$ cat config.mk
export PLATFORM = sky130hd
export DESIGN_NAME = alu_issue_ctrl
export DESIGN_NICKNAME = d
export VERILOG_FILES = /design/src/rtl/alu_issue_ctrl.sv
export SDC_FILE = /design/constraint.sdc
export NUM_CORES = 1
export LEC_CHECK = 0
export CAP_MARGIN = 20
export CORE_MARGIN = 3
export CORE_UTILIZATION = 43
export CTS_CLUSTER_DIAMETER = 100
export DETAILED_ROUTE_END_ITERATION = 10
export PLACE_DENSITY = 0.8
export SYNTH_ARGS = -nofsm -noshare
export SYNTH_HDL_FRONTEND = slang
export SYNTH_SLANG_ARGS = --single-unit
$ cat constraint.sdc
create_clock -name i_clk -period 2.8 [get_ports i_clk]
set_input_delay 0.56 -clock i_clk [delete_from_list [all_inputs] [get_ports i_clk]]
set_output_delay 0.56 -clock i_clk [all_outputs]
set_load 0.005 [all_outputs]
$ cat src/rtl/alu_issue_ctrl.sv
// Execute-stage sequencer in front of the registered 16-bit ALU: latches one request,
// drives the ALU for the cycles its result and delayed zero flag need, and returns the response.
module alu_issue_ctrl #(
   parameter int DATA_W = 16,
   parameter int OP_W   = 3,
   parameter int CNT_W  = 16
) (
   input  logic              i_clk,
   input  logic              i_rst,
   input  logic              i_req_valid,
   output logic              o_req_ready,
   input  logic [DATA_W-1:0] i_req_a,
   input  logic [DATA_W-1:0] i_req_b,
   input  logic [OP_W-1:0]   i_req_op,
   output logic [DATA_W-1:0] o_alu_in1,
   output logic [DATA_W-1:0] o_alu_in2,
   output logic [OP_W-1:0]   o_alu_op,
   input  logic [DATA_W-1:0] i_alu_out,
   input  logic              i_alu_z,
   output logic              o_resp_valid,
   input  logic              i_resp_ready,
   output logic [DATA_W-1:0] o_resp_data,
   output logic              o_resp_zero,
   output logic              o_resp_err,
   output logic [CNT_W-1:0]  o_op_count
);

   localparam logic [OP_W-1:0] OP_NOP = OP_W'(0);
   localparam logic [OP_W-1:0] OP_ADD = OP_W'(1);
   localparam logic [OP_W-1:0] OP_SUB = OP_W'(2);
   localparam logic [OP_W-1:0] OP_MUL = OP_W'(3);
   localparam logic [OP_W-1:0] OP_DIV = OP_W'(4);
   localparam logic [OP_W-1:0] OP_MOD = OP_W'(5);

   typedef enum logic [2:0] {
      IDLE = 3'd0,
      EXEC = 3'd1,
      WAIT = 3'd2,
      CAPT = 3'd3,
      RESP = 3'd4
   } state_t;

   state_t state_r;
   logic   req_err_s;

   // Screen illegal opcodes and zero divisors so they never reach the ALU.
   always_comb begin
      req_err_s = 1'b0;
      case (i_req_op)
         OP_ADD, OP_SUB, OP_MUL: req_err_s = 1'b0;
         OP_DIV, OP_MOD:         req_err_s = (i_req_a == {DATA_W{1'b0}});
         default:                req_err_s = 1'b1;
      endcase
   end

   // Sequencer: state, ALU drive, response capture and completion counter.
   always_ff @(posedge i_clk) begin
      if (i_rst) begin
         state_r      <= IDLE;
         o_req_ready  <= 1'b0;
         o_alu_in1    <= {DATA_W{1'b0}};
         o_alu_in2    <= {DATA_W{1'b0}};
         o_alu_op     <= OP_NOP;
         o_resp_valid <= 1'b0;
         o_resp_data  <= {DATA_W{1'b0}};
         o_resp_zero  <= 1'b0;
         o_resp_err   <= 1'b0;
         o_op_count   <= {CNT_W{1'b0}};
      end else begin
         case (state_r)
            IDLE: begin
               o_req_ready <= 1'b1;
               o_alu_op    <= OP_NOP;
               if (i_req_valid && o_req_ready) begin
                  o_req_ready <= 1'b0;
                  if (req_err_s) begin
                     state_r      <= RESP;
                     o_resp_valid <= 1'b1;
                     o_resp_data  <= {DATA_W{1'b0}};
                     o_resp_zero  <= 1'b1;
                     o_resp_err   <= 1'b1;
                  end else begin
                     state_r   <= EXEC;
                     o_alu_in1 <= i_req_a;
                     o_alu_in2 <= i_req_b;
                     o_alu_op  <= i_req_op;
                  end
               end
            end
            EXEC: state_r <= WAIT;
            WAIT: state_r <= CAPT;
            // Result was registered at the end of EXEC, its zero flag at the end of WAIT.
            CAPT: begin
               state_r      <= RESP;
               o_alu_op     <= OP_NOP;
               o_resp_valid <= 1'b1;
               o_resp_data  <= i_alu_out;
               o_resp_zero  <= i_alu_z;
               o_resp_err   <= 1'b0;
            end
            RESP: begin
               if (i_resp_ready) begin
                  state_r      <= IDLE;
                  o_resp_valid <= 1'b0;
                  o_req_ready  <= 1'b1;
                  o_op_count   <= o_op_count + CNT_W'(1);
               end
            end
            default: begin
               state_r      <= IDLE;
               o_req_ready  <= 1'b0;
               o_alu_op     <= OP_NOP;
               o_resp_valid <= 1'b0;
            end
         endcase
      end
   end

endmodule

-- After elaboration in Yosys (flattened, before gate mapping)
Index checks and enable logic that the tools add are counted.
Widths: inputs -> output; s select.
- add/sub/neg operators: 1
- equal/unequal tests: 12
- mux-type cells: 20
- bitwise logic cells: 3
- reduce and logical (&&, ||, !) cells: 15
- operator list (kind ; number):
    $mux 16 ; 2
    $pmux 16 s2 ; 1
    $add 16x1->16 const B ; 1
    $logic_not 16->1 ; 1
    $mux 3 ; 5
    $pmux 3 s5 ; 1
    $eq 3x2->1 const B ; 4
    $eq 3x3->1 const B ; 3
    $reduce_or 3->1 ; 3
    $eq 3x1->1 const B ; 2
    $ne 2x2->1 const B ; 3
    $pmux 1 s2 ; 3
    $pmux 3 s2 ; 1
    $reduce_and 2->1 ; 3
    $reduce_and 3->1 ; 2
    $mux 1 ; 5
    $pmux 1 s4 ; 1
    $reduce_and 4->1 ; 1
    $reduce_or 2->1 ; 2
    $logic_not 3->1 ; 1
    $not 1->1 ; 3
    $pmux 1 s3 ; 1
    $reduce_bool 2->1 ; 1
    $logic_and 1x1->1 ; 1
- flip-flop bits (word level): 74
- bits of input ports: 56

-- Depth between registers and ports, before layout
Gate-level depths: netlist of the first run.
- depth after elaboration: 6
- depth in mapped cells: 6
- mapped depth without buffers: 5

-- Least setup slack after synthesis of the first run
Ideal clock, no wire load.
- path type: input -> register
- start point: in i_req_a[14]
- end point: reg o_alu_in1[10]
- arrival: 2247 ps
- required time: 2728 ps
- setup slack: 481 ps
- cell stages on the path: 5
- path buffers: 1
- cell sequence: or4_4 o41a_1 o21ai_4 buf_12 mux2i_1
- longest elaborated chain between the ends: 4
- RTL lines (item ; RTL line ; RTL):
    from (decl) ; 12 ; input logic [DATA_W-1:0] i_req_a,
    $logic_not 16->1 ; 51 ; OP_DIV, OP_MOD: req_err_s = (i_req_a == {DATA_W{1'b0}});
    $pmux 1 s2 ; 49 ; case (i_req_op)
    $not 1->1 (no line) ; - ;
    $reduce_and 3->1 (no line) ; - ;
    to (signal assigned) ; 61 ; o_alu_in1 <= {DATA_W{1'b0}};
    to (signal assigned) ; 84 ; o_alu_in1 <= i_req_a;
    to (decl) ; 15 ; output logic [DATA_W-1:0] o_alu_in1,
Every way passes these cells.
A chain may end at the register's enable or synchronous reset.

-- Worst setup path after layout of the first run
- start point: in i_req_a[14]
- end point: reg o_resp_data[9]
- longest elaborated chain between the ends: 4
- RTL lines (item ; RTL line ; RTL):
    $logic_not 16->1 ; 51 ;
    $pmux 1 s2 ; 49 ;
    $ne 2x2->1 (no line) ; - ;
    $reduce_and 3->1 (no line) ; - ;
    to (signal assigned) ; 65 ; o_resp_data <= {DATA_W{1'b0}};
    to (signal assigned) ; 79 ; o_resp_data <= {DATA_W{1'b0}};
    to (signal assigned) ; 97 ; o_resp_data <= i_alu_out;
    to (decl) ; 22 ; output logic [DATA_W-1:0] o_resp_data,
Every way passes these cells.

==> results of run 1 <==
-- final cells by class --
| cell class | count | area (µm²) |
|---|---|---|
| Sequential cell | 74 | 1481 |
| Clock inverter | 3 | 40.04 |
| Tap cell | 96 | 120.1 |
| Multi-Input combinational cell | 219 | 1428 |
| Inverter | 5 | 18.77 |
| Fill cell | 575 | 2235 |
| Clock buffer | 12 | 145.1 |
| Timing Repair Buffer | 138 | 1364 |
-- routing by layer --
layer | part of all wire | track usage
met1 | 0.44 | 0.2528
met2 | 0.47 | 0.3174
met5 | 0 | 0
met3 | 0.070 | 0.05250
met4 | 0.021 | 0.09694
-- through the flow --
step	util	setup TNS, ns	setup WS (ns)	area, µm²
after detailed placement	0.6458	-0.3704	-0.03300	4412
after global routing	0.6729	0	0.2578	4597
final	0.6729	0	0.3131	4597
after CTS	0.6729	0	0.3228	4597
after global placement	0.6458	0	0.004024	4412
after floorplan	-	0	0.4810	3058
-- flip-flops by register name (all words and copies together), names as in the netlist --
signal and cells:
o_alu_in1 16, o_alu_in2 16, o_op_count 16, o_resp_data 16
o_alu_op 3, state_r 3, o_req_ready 1, o_resp_err 1
o_resp_valid 1, o_resp_zero 1
-- power by group through the flow --
stage          Sequential, W  Clock [W]  Combinational (W)
2_1_floorplan        0.00113          0           0.000136
6_report             0.00111   0.000795           0.000298
3_5_place_dp         0.00113          0           0.000297
3_3_place_gp         0.00113          0           0.000294
5_1_grt              0.00111   0.000860           0.000323
4_1_cts              0.00111   0.000818           0.000300
-- Yosys cell counts, drive strengths merged (2+ instances only) --
| cell type | count | area [µm²] |
|---|---|---|
| dfxtp | 74 | 1481 |
| nand2 | 70 | 262.8 |
| mux2i | 34 | 340.3 |
| a32o | 16 | 160.2 |
| clkbuf | 16 | 60.06 |
| nor2 | 14 | 52.55 |
| a21oi | 12 | 60.06 |
| o21ai | 8 | 55.05 |
| or4 | 8 | 67.56 |
| nand3 | 7 | 35.03 |
| xor2 | 7 | 61.31 |
| buf | 5 | 70.07 |
| inv | 5 | 18.77 |
| o31ai | 5 | 37.54 |
| nand4 | 4 | 25.02 |
| nor3 | 4 | 25.02 |
| or3 | 4 | 25.02 |
| and3 | 3 | 18.77 |
| a22oi | 2 | 15.01 |
| or2 | 2 | 12.51 |
| xnor2 | 2 | 17.52 |
-- path summary, 6_finish.rpt --
kind                    endpoint  slack (ns)  cells past startpoint
setup / recovery  o_resp_data[9]        0.31                      6
hold reg to reg      o_resp_zero        0.44                      2
hold / removal       o_resp_zero        0.44                      2
setup reg to reg  o_op_count[15]        0.76                      5
-- logic make-up (layout without fill, tap and decap cells) --
family,after synthesis,after routing,synth area share
compound gates,51,51,0.1338
xor+xnor,9,9,0.02578
fa+ha+maj,1,1,0.004091
simple gates,123,123,0.1882
mux,35,35,0.1150
buf+inv,26,158,0.04869
flops,74,74,0.4845
-- worst max-delay path, delay by kind of cell --
kind,cells,cell delay [ns]
buffers and inverters,2,0.65
AO/OA/AOI/OAI,3,0.94
AND/OR/NAND/NOR,1,0.56
==> results_dict.tcl, run 1 <==
set metrics [dict create \
    cts_buffers 9 \
    vias_per_cell 5.146 \
    slew_headroom 0.5107 \
    layout-drive-gt1-share 0.07982 \
    initial_core_util 0.4476 \
    max_cap_viol_count 0 \
    globalplace.congestion 0.7790 \
    die_w_um 90.33 \
    seq_area_frac_synth 0.4845 \
    io_buffers 126 \
    switching_power_w 0.0005108 \
    cts_setup_buffers 0 \
    antenna_left 0 \
    p_clk_frac 0.361 \
    reg2reg_from "state_r[2]" \
    stdcell_count 547 \
    drt-initial-drc-count 96 \
    core-area_mm2 0.006832 \
    peakVddDrop_mv 0.2417 \
    n_antenna_cell 0 \
    syn-cell-area_mm2 0.003058 \
    min_from "o_resp_zero" \
    cts.sinks 74 \
    worst_skew_pair.late_latency_ns 0.34 \
    design.final.nets 504 \
    grt_pass1_vias 2730 \
    die_area_mm2 0.008160 \
    die_h_um 90.33 \
    power.leakage_nw 1.833 \
    finClkSkew_ns 0.005100 \
    comb_power_share 0.136 \
    dpl.hpwl_um 5996 \
    path_cells "clkdlybuf4s50_1, or4_4, o41ai_2, buf_4, o21ai_2, a32o_1" \
    setup_violations 0 \
    wirelength_um 8138 \
    grt_pass1_wl_um 13220 \
    finalCritPeriodShare 0.8882 \
    p_int_w 0.001689 \
    grt_max_degree 29 \
    seqPwrFrac 0.503 \
    synthFlopType "dfxtp_1" \
    sw_frac_of_total 0.2322 \
    p_per_area_mw_per_mm2 478.6 \
    synth_enable_flop_cells 0 \
    cp-startpoint "i_req_a[14]" \
    htree_levels 3 \
    critical_path.max_stage_delay_ns 0.56 \
    cts_root_buffer "clkbuf_8" \
    cp.required_ns 3.03 \
    syn_inst 319 \
    cts-resized-gates 0 \
    hold_ws_ns 0.4433 \
    dp.cells 532 \
    dr.pass1.iters 4 \
    synth_fp_nets 376 \
    syn_area_per_cell_um2 9.586 \
    globalRoute.totalOverflow 0 \
    vias 2815 \
    route.detailed.drc 0 \
    clkSlewWorstSetupHoldPaths_ns 0.07 \
    worst_pin_slew_ns 0.7338 \
    crit_type "in -> reg" \
    cts_buffer_depth 2 \
    grt.total_usage 0.2000 \
    cp_slowest_cell "or4_4" \
    max_freq_mhz 402.1 \
    cp.arrival_ns 2.71 \
    startpoint_type "input port" \
    io_pins 127 \
    wl_per_cell_um 14.88 \
    final-max-slew-violation-count 0 \
    crit_path_end_kind "flip-flop" \
    cp_max_fo 17 \
    ys.warnings.count 0 \
    fin_crit_ns 2.487 \
    syn2layout_area_growth_pct 50.33 \
    final_common_cell "clkdlybuf4s50_1" \
    async_reset_ff_frac 0 \
    hold_viol 0 \
    ctsHoldBuffers 0 \
    fp-row-count 30 \
    status "finished clean" \
    antenna_found_initial 0 \
    synth_seq_cells 74 \
    yosysUniqueCellTypes 44 \
    hold_path_class "reg -> reg" \
    tritoncts "yes" \
    rsz0062_at_grt "false" \
    total_power_w 0.002200 \
    layout_common_cells "clkdlybuf4s50_1 (126), dfxtp_1 (74), nand2_1 (70)" \
]
No activity file was read; power rests on OpenSTA's default activity.
==> run 2, diff against run 1 <==
- HOLD_SLACK_MARGIN: default -> 0.02
==> results of run 2 <==
The final DEF is identical to that of run 1; final timing and power are the same.
